## config.mk

```make
export PLATFORM = sky130hd
export DESIGN_NAME = i2c_arbiter
export DESIGN_NICKNAME = d
export VERILOG_FILES = /design/src/rtl/i2c_arb_pkg.sv /design/src/rtl/i2c_watchdog.sv /design/src/rtl/i2c_arbiter.sv
export SDC_FILE = /design/constraint.sdc
export NUM_CORES = 1
export LEC_CHECK = 0
export CAP_MARGIN = 20
export CORE_UTILIZATION = 49
export CTS_BUF_LIST = sky130_fd_sc_hd__clkbuf_8
export DETAILED_ROUTE_END_ITERATION = 10
export HOLD_SLACK_MARGIN = 0.02
export PLACE_DENSITY = 0.88
export SLEW_MARGIN = 20
export SYNTH_ARGS = -nofsm -noshare
export SYNTH_HDL_FRONTEND = slang
export SYNTH_HIERARCHICAL = 1
export SYNTH_SLANG_ARGS = --single-unit
```

## constraint.sdc

```tcl
create_clock -name clk -period 2.8 [get_ports clk]
set_clock_uncertainty 0.05 [all_clocks]
set_input_delay 0.28 -clock clk [delete_from_list [all_inputs] [get_ports clk]]
set_output_delay 0.28 -clock clk [all_outputs]
set_load 0.005 [all_outputs]
```

## src/rtl/i2c_arb_pkg.sv

```systemverilog
// Shared types and sizing constants for the two-requester I2C arbiter.
package i2c_arb_pkg;

   typedef enum logic [1:0] {
      IDLE,
      ISSUE,
      WAIT_DONE,
      RESP
   } state_t;

   localparam int unsigned N_REQ               = 2;
   localparam int unsigned ADDR_W              = 7;
   localparam int unsigned DATA_W              = 8;
   localparam int unsigned DEF_TIMEOUT_CYCLES  = 200000;

endpackage

```

## src/rtl/i2c_watchdog.sv

```systemverilog
// Cycle counter that flags expiry once TIMEOUT_CYCLES enabled cycles have elapsed since clear.
module i2c_watchdog
   import i2c_arb_pkg::*;
#(
   parameter int unsigned TIMEOUT_CYCLES = DEF_TIMEOUT_CYCLES
) (
   input  logic clk,
   input  logic rst,
   input  logic clr,
   input  logic en,
   output logic expired
);

   localparam int unsigned CNT_W = $clog2(TIMEOUT_CYCLES + 1);

   logic [CNT_W-1:0] cnt;

   // Flag in the last counted cycle so the owner acts on the edge that ends it.
   assign expired = (cnt >= CNT_W'(TIMEOUT_CYCLES - 1));

   always_ff @(posedge clk or negedge rst) begin
      if (!rst) begin
         cnt <= '0;
      end else if (clr) begin
         cnt <= '0;
      end else if (en && !expired) begin
         cnt <= cnt + 1'b1;
      end
   end

endmodule

```

## src/rtl/i2c_arbiter.sv

```systemverilog
// Round-robin arbiter sharing one I2C master between two requesters, with a watchdog abort.
module i2c_arbiter
   import i2c_arb_pkg::*;
#(
   parameter int unsigned TIMEOUT_CYCLES = DEF_TIMEOUT_CYCLES
) (
   input  logic                      clk,
   input  logic                      rst,
   input  logic [N_REQ-1:0]          req,
   input  logic [N_REQ-1:0]          req_op,
   input  logic [N_REQ*ADDR_W-1:0]   req_addr,
   input  logic [N_REQ*DATA_W-1:0]   req_din,
   output logic [N_REQ-1:0]          gnt,
   output logic [N_REQ-1:0]          rsp_valid,
   output logic [DATA_W-1:0]         rsp_dout,
   output logic                      rsp_ack_err,
   output logic                      rsp_timeout,
   output logic                      m_newd,
   output logic                      m_op,
   output logic [ADDR_W-1:0]         m_addr,
   output logic [DATA_W-1:0]         m_din,
   input  logic                      m_busy,
   input  logic                      m_done,
   input  logic                      m_ack_err,
   input  logic [DATA_W-1:0]         m_dout
);

   state_t            state_q;
   state_t            state_d;
   logic              last_srv;
   logic              win;
   logic              win_op;
   logic [ADDR_W-1:0] win_addr;
   logic [DATA_W-1:0] win_din;
   logic              wd_clr;
   logic              wd_en;
   logic              wd_expired;
   logic              unused_busy;

   assign unused_busy = m_busy;

   // Requester 1 wins when it is alone, or when both ask and 0 was served last.
   always_comb begin
      win      = req[1] & (~req[0] | ~last_srv);
      win_op   = win ? req_op[1] : req_op[0];
      win_addr = win ? req_addr[2*ADDR_W-1:ADDR_W] : req_addr[ADDR_W-1:0];
      win_din  = win ? req_din[2*DATA_W-1:DATA_W] : req_din[DATA_W-1:0];
   end

   always_ff @(posedge clk or negedge rst) begin
      if (!rst) begin
         state_q <= IDLE;
      end else begin
         state_q <= state_d;
      end
   end

   always_comb begin
      state_d = state_q;
      wd_clr  = 1'b1;
      wd_en   = 1'b0;
      case (state_q)
         IDLE:      if (|req) state_d = ISSUE;
         ISSUE:     state_d = WAIT_DONE;
         WAIT_DONE: begin
            wd_clr = 1'b0;
            wd_en  = 1'b1;
            if (m_done || wd_expired) state_d = RESP;
         end
         RESP:      state_d = IDLE;
         default:   state_d = IDLE;
      endcase
   end

   always_ff @(posedge clk or negedge rst) begin
      if (!rst) begin
         gnt         <= '0;
         rsp_valid   <= '0;
         rsp_dout    <= '0;
         rsp_ack_err <= 1'b0;
         rsp_timeout <= 1'b0;
         m_newd      <= 1'b0;
         m_op        <= 1'b0;
         m_addr      <= '0;
         m_din       <= '0;
         last_srv    <= 1'b1;
      end else begin
         m_newd    <= (state_q == ISSUE);
         rsp_valid <= '0;
         case (state_q)
            IDLE: begin
               if (|req) begin
                  gnt      <= '0;
                  gnt[win] <= 1'b1;
                  m_op     <= win_op;
                  m_addr   <= win_addr;
                  m_din    <= win_din;
               end
            end
            WAIT_DONE: begin
               // A completion in the expiry cycle still reports real data.
               if (m_done) begin
                  rsp_valid   <= gnt;
                  rsp_dout    <= m_dout;
                  rsp_ack_err <= m_ack_err;
                  rsp_timeout <= 1'b0;
               end else if (wd_expired) begin
                  rsp_valid   <= gnt;
                  rsp_dout    <= '0;
                  rsp_ack_err <= 1'b0;
                  rsp_timeout <= 1'b1;
               end
            end
            RESP: begin
               gnt      <= '0;
               last_srv <= gnt[1];
            end
            default: ;
         endcase
      end
   end

   i2c_watchdog #(
      .TIMEOUT_CYCLES(TIMEOUT_CYCLES)
   ) u_watchdog (
      .clk     (clk),
      .rst     (rst),
      .clr     (wd_clr),
      .en      (wd_en),
      .expired (wd_expired)
   );

endmodule

```

==> flow_metrics.tcl, run 1 <==
set metrics [dict create \
    die_h_um 76.0 \
    yosysTopAreaCell "dfrtp_1" \
    antenna_left 0 \
    dp_slack_ns 0.246 \
    cts_tree "built" \
    power_frac_clock 0.182 \
    crit_slowest_cell "or4b_2" \
    ctsResizeCount 0 \
    avgViaCountPerCell 5.56 \
    drv_slew 0 \
    synthArstFlopShare 1.00 \
    io_pins 78 \
    setup_viol_count_final 0 \
    placedCellCount 404 \
    grt_pass1_wl_um 10800 \
    grt.overflow.total 0 \
    antenna_found_initial 0 \
    yosysWarnings 6 \
    fp.dieArea_mm2 0.00578 \
    drive_gt1_frac 0.122 \
    grt_pass1_vias 2246 \
    clockBufferDepth 2 \
    tightestPinTransition_ns 0.727 \
    first_pass_iters 6 \
    reg2reg_from "u_watchdog/cnt[9]" \
    hpwl_um 4560 \
    finalSetupTns_ns 0 \
    reg2reg_depth 7 \
    path_delay_family "simple AND/OR/NAND/NOR gates" \
    synth_area_leaders "dfrtp_1 (48%), nand2_1 (4.6%), a31oi_2 (4.2%)" \
    cts_setup_buffers 0 \
    vdd.ir_drop.worst_v 0.000606 \
    startpoint_type "flop" \
    htree_levels 2 \
    synth.avg_cell_area_um2 10.0 \
    cp_num_buf_inv 0 \
    combPwrFrac 0.441 \
    vias 2297 \
    seq_area_frac_synth 0.485 \
    hold_viol 0 \
    cts_hold_buf 1 \
    powerDensity_mw_per_mm2 837 \
    ys_ff_latch 52 \
    final_util 0.692 \
    fmax_mhz 376 \
    yosysUniqueCellTypes 47 \
    regToRegSetupSlack_ns 0.14 \
    crit_path_max_incr_delay_ns 0.68 \
    grt_max_degree 35 \
    clock_tree.root_cell "clkbuf_8" \
    place_congestion 0.816 \
    swShare 0.328 \
    cap_viol_max_count 0 \
    place_area_mm2 0.00346 \
    drt-initial-drc-count 158 \
    clkTransAtPathRegs_ns 0.09 \
    synthFlopType "dfrtp_1" \
    rr_endpoint "state_q[1]" \
    p_sw_mw 0.989 \
    worst_setup_path_end_kind "flop" \
    wl_per_cell_um 15.7 \
    seqPwrFrac 0.376 \
    path_class "reg -> reg" \
    wl_um 6490 \
    intPower_mw 2.02 \
    row_count 26 \
    drc 0 \
    period_share 0.950 \
    worstPathArrival_ns 2.80 \
    min_path_type "in -> async" \
    p_leak_nw 1.47 \
    yosysMostFrequentCell "dfrtp_1" \
    syn2layout_area_growth_pct 34.1 \
    path_max_fanout 8 \
    io_buffers 76 \
    syn_area_mm2 0.00269 \
    slew_headroom 0.515 \
    die_x_um 76.0 \
    clock-sinks 52 \
    rsz0062_at_grt "no" \
    crit_path_cell_trace "or4b_2, nor4_1, o21ai_0, nand2_1, nor2_1, a21oi_1, mux2_4" \
    synth_edf_count 0 \
    core_mm2 0.00520 \
    syn-num-nets 323 \
    status "complete, no violations" \
    clk_latency_ns 0.30 \
    grt_util_all_layers 0.237 \
    fin_crit_ns 2.66 \
    setup_slack_ns 0.139 \
    start_util 0.516 \
    synth_top_area_frac 0.475 \
    synth_cells 268 \
    required_ns 2.94 \
    synth_common_cells "dfrtp_1 (51), nand2_1 (33), nor2_1 (24)" \
    diodes 0 \
    numCtsBuffers 5 \
    nNetsFinal 397 \
    fin_area_mm2 0.00360 \
    finalNonFillerCells 413 \
]
[worst max path at each step]
stage	from	endpoint	slack, ns	cells past startpoint
after floorplan	u_watchdog/cnt[14]	u_watchdog/cnt[9]	0.49	6
after global placement	u_watchdog/cnt[14]	u_watchdog/cnt[16]	0.30	6
after global routing	state_q[0]	u_watchdog/cnt[10]	0.06	8
final	u_watchdog/cnt[9]	state_q[1]	0.14	7
after detailed placement	u_watchdog/cnt[14]	u_watchdog/cnt[11]	0.25	6
after CTS	u_watchdog/cnt[9]	state_q[1]	0.20	7
[area by class of cell]
| cell class | instances | area [um2] |
|---|---|---|
| sequential | 52 | 1300 |
| inverter | 9 | 33.8 |
| timing repair buffer | 81 | 796 |
| multi-input combinational | 193 | 1250 |
| clock inverter | 1 | 30.0 |
| clock buffer | 7 | 96.3 |
| tap | 70 | 87.6 |
| fill | 398 | 1610 |
[cell families after synthesis]
kind of cell	synth area share
simple gates	0.212
fa+ha+maj	0.0373
flops	0.485
buf+inv	0.0480
xor+xnor	0.00326
mux	0.0135
compound gates	0.201
[metrics by stage]
step                power [mW]  hold WS [ns]
floorplan                 1.85       -0.0656
global placement          2.41         0.180
detailed placement        2.46         0.189
CTS                       3.03         0.402
global route              3.22         0.444
finish                    3.01         0.393
[state kept, by name, summed over array words and instances, names as in the netlist, 2 cells and up]
name            count
u_watchdog/cnt     18
m_din               8
rsp_dout            8
m_addr              7
gnt                 2
rsp_valid           2
state_q             2
[per-layer routing]
| layer | vias up | routed length [um] | track usage | share of wire |
|---|---|---|---|---|
| li1 | 1117 | - | - | - |
| met1 | 1082 | 2830 | 0.308 | 0.44 |
| met2 | 79 | 3220 | 0.399 | 0.50 |
| met3 | 19 | 269 | 0.0347 | 0.041 |
| met4 | 0 | 173 | 0.0981 | 0.027 |
| met5 | - | 0 | 0 | 0 |
[worst reg2reg max path: cells and delay by family (launching register included)]
kind,cells,cell delay [ns]
and+or+nand+nor,4,1.22
AOI/OAI and AO/OA,2,0.50
DFF,1,0.46
muxes,1,0.33
[cells in the final DEF, fill, tap and decap left out, types with 2 or more instances in the layout]
| cell | synthesis | layout |
|---|---|---|
| clkdlybuf4s50_1 | 0 | 75 |
| dfrtp_1 | 51 | 51 |
| nand2_1 | 33 | 33 |
| nor2_1 | 24 | 24 |
| a21oi_1 | 19 | 19 |
| nand3_1 | 10 | 10 |
| inv_1 | 9 | 9 |
| nand2_2 | 9 | 9 |
| a31oi_2 | 9 | 9 |
| a22o_1 | 9 | 9 |
| o21ai_0 | 9 | 9 |
| or4_1 | 9 | 9 |
| a31oi_1 | 8 | 8 |
| ha_1 | 8 | 8 |
| o31ai_1 | 8 | 8 |
| clkbuf_8 | 0 | 7 |
| or3_1 | 7 | 7 |
| buf_4 | 2 | 4 |
| and3_1 | 3 | 3 |
| and2_1 | 2 | 2 |
| and4_1 | 2 | 2 |
| nand4_1 | 2 | 2 |
| or2_2 | 2 | 2 |
[power groups by stage]
stage | Clock [mW] | Combinational, mW | Sequential (mW)
floorplan | 0 | 0.699 | 1.16
global placement | 0 | 1.27 | 1.14
detailed placement | 0 | 1.32 | 1.15
CTS | 0.561 | 1.33 | 1.13
global route | 0.594 | 1.46 | 1.17
finish | 0.550 | 1.33 | 1.13
Power figures use the tool's default switching activity.
==> run 2, diff against run 1 <==
Settings changed: CORE_UTILIZATION 49 to 44, PLACE_DENSITY 0.88 to 0.84.
Clock period 2.8 ns to 2.3 ns, I/O delays scaled along.
==> run 2 against run 1 <==
The run now ends with setup timing left. Routed wire length is 7.9% higher. Hold slack improved by 0.020 ns. Combinational power increased by 42%. Global-route usage down 1.7 points. Core utilization shrank 3.3 points. Highest routed layer unchanged.
==> flow_metrics.tcl, run 2 (synthesized netlist as in run 1, its figures left out) <==
set metrics [dict create \
    wl_per_cell_um 15.9 \
    top_regs "u_watchdog/cnt: 18 flops, m_din: 8 flops, rsp_dout: 8 flops" \
    required_ns 2.47 \
    drive_gt1_frac 0.227 \
    grt.overflow.total 0 \
    regToRegSetupSlack_ns -0.19 \
    period_share 1.08 \
    syn2layout_area_growth_pct 45.3 \
    fmax_mhz 402 \
    layout_commonest_cell "clkdlybuf4s50_1" \
    grt_util_all_layers 0.220 \
    violations "setup timing" \
    htree_levels 2 \
    path_class "reg -> reg" \
    grt_pass1_vias 2253 \
    numCtsBuffers 5 \
    seqPwrFrac 0.354 \
    core_mm2 0.00592 \
    setup_viol_count_final 16 \
    clk_latency_ns 0.31 \
    antenna_left 0 \
    startpoint_type "flop" \
    min_path_type "in -> async" \
    place_area_mm2 0.00357 \
    status "complete, but fails checks" \
    vdd.ir_drop.worst_v 0.000485 \
    final_cell_mix "clkdlybuf4s50_1 (75), dfrtp_1 (51), nand2_1 (32), nor2_1 (23), buf_4 (19)" \
    clock_tree.root_cell "clkbuf_8" \
    place_congestion 0.792 \
    start_util 0.454 \
    worst_setup_path_end_kind "flop" \
    fin_crit_ns 2.49 \
    rr_endpoint "u_watchdog/cnt[10]" \
    powerDensity_mw_per_mm2 1000 \
    grt_pass1_wl_um 10600 \
    slew_headroom 0.521 \
    fin_area_mm2 0.00390 \
    finalSetupTns_ns -1.29 \
    clockBufferDepth 2 \
    grt_max_degree 33 \
    vias 2442 \
    intPower_mw 2.61 \
    row_count 28 \
    finalPower_mw 3.91 \
    drt-initial-drc-count 142 \
    final_util 0.659 \
    reg2reg_from "u_watchdog/cnt[14]" \
    drc 0 \
    clock-sinks 52 \
    combPwrFrac 0.483 \
    first_pass_iters 4 \
    power_frac_clock 0.163 \
    nNetsFinal 419 \
    die_h_um 80.1 \
    hpwl_um 4600 \
    reg2reg_depth 6 \
    rsz0062_at_grt "yes" \
    io_pins 78 \
    diodes 0 \
    swShare 0.332 \
    io_buffers 76 \
    antenna_found_initial 0 \
    largest_reg_flops 18 \
    cap_viol_max_count 0 \
    wl_um 7010 \
    cts_tree "built" \
    largest_register "u_watchdog/cnt" \
    p_leak_nw 1.61 \
    tightestPinTransition_ns 0.719 \
    worstPathArrival_ns 2.66 \
    clkTransAtPathRegs_ns 0.09 \
    drv_slew 0 \
    avgViaCountPerCell 5.55 \
    die_x_um 80.1 \
    p_sw_mw 1.30 \
    fp.dieArea_mm2 0.00642 \
    setup_slack_ns -0.187 \
    path_max_fanout 4 \
    hold_viol 0 \
]
## run 2: how the worst max path moves through the flow
stage                        from            endpoint  cells after the start
2_1_floorplan  u_watchdog/cnt[14]  u_watchdog/cnt[10]                      6
3_3_place_gp   u_watchdog/cnt[14]   u_watchdog/cnt[3]                      7
3_5_place_dp   u_watchdog/cnt[14]  u_watchdog/cnt[15]                      6
4_1_cts        u_watchdog/cnt[12]  u_watchdog/cnt[10]                      6
5_1_grt        u_watchdog/cnt[14]  u_watchdog/cnt[10]                      6
6_report       u_watchdog/cnt[14]  u_watchdog/cnt[10]                      6
## run 2: routing by layer
metal,part of all wire,track usage
met3,0.036,0.0489
met1,0.41,0.268
met4,0.037,0.109
met5,0,0
met2,0.52,0.366
## run 2: layout make-up
class	instances	area, um2
flip-flops and latches	52	1300
well taps	75	93.8
clock buffers	5	68.8
repair buffers	103	1010
multi-input cells	193	1350
fillers	422	2020
clock inverters	3	46.3
inverters	9	33.8
## run 2: metrics by stage
stage / setup slack [ns] / instances / hold slack, ns
after floorplan: 0.00433 / 268 / -0.116
after global placement: -0.0460 / 423 / 0.234
after detailed placement: -0.103 / 423 / 0.236
after CTS: -0.101 / 438 / 0.415
after global routing: -0.247 / 440 / 0.414
final: -0.187 / 440 / 0.414
## run 2: power by group through the flow
| stage | Combinational [mW] | Clock, mW | Sequential (mW) |
|---|---|---|---|
| 2_1_floorplan | 0.864 | 0 | 1.41 |
| 3_3_place_gp | 1.62 | 0 | 1.38 |
| 3_5_place_dp | 1.67 | 0 | 1.40 |
| 4_1_cts | 1.83 | 0.654 | 1.38 |
| 5_1_grt | 2.04 | 0.697 | 1.43 |
| 6_report | 1.89 | 0.637 | 1.39 |
## run 2: critical path, cell delays in order (launching register included)
cell and delay [ns]:
dfrtp_1 0.39, or4_4 0.55, a31o_1 0.24, a211o_1 0.30
buf_2 0.17, or4_1 0.53, a21oi_1 0.18
## run 2: what timing repair did
action | CTS | global route
endpoints found under the hold margin | 26 | 0
hold buffers | 1 | 0
gates cloned | 1 | 1
setup endpoints to repair | 25 | 28
pin swaps | 16 | 9
gates resized for setup | 10 | 22
setup buffers | 5 | 1
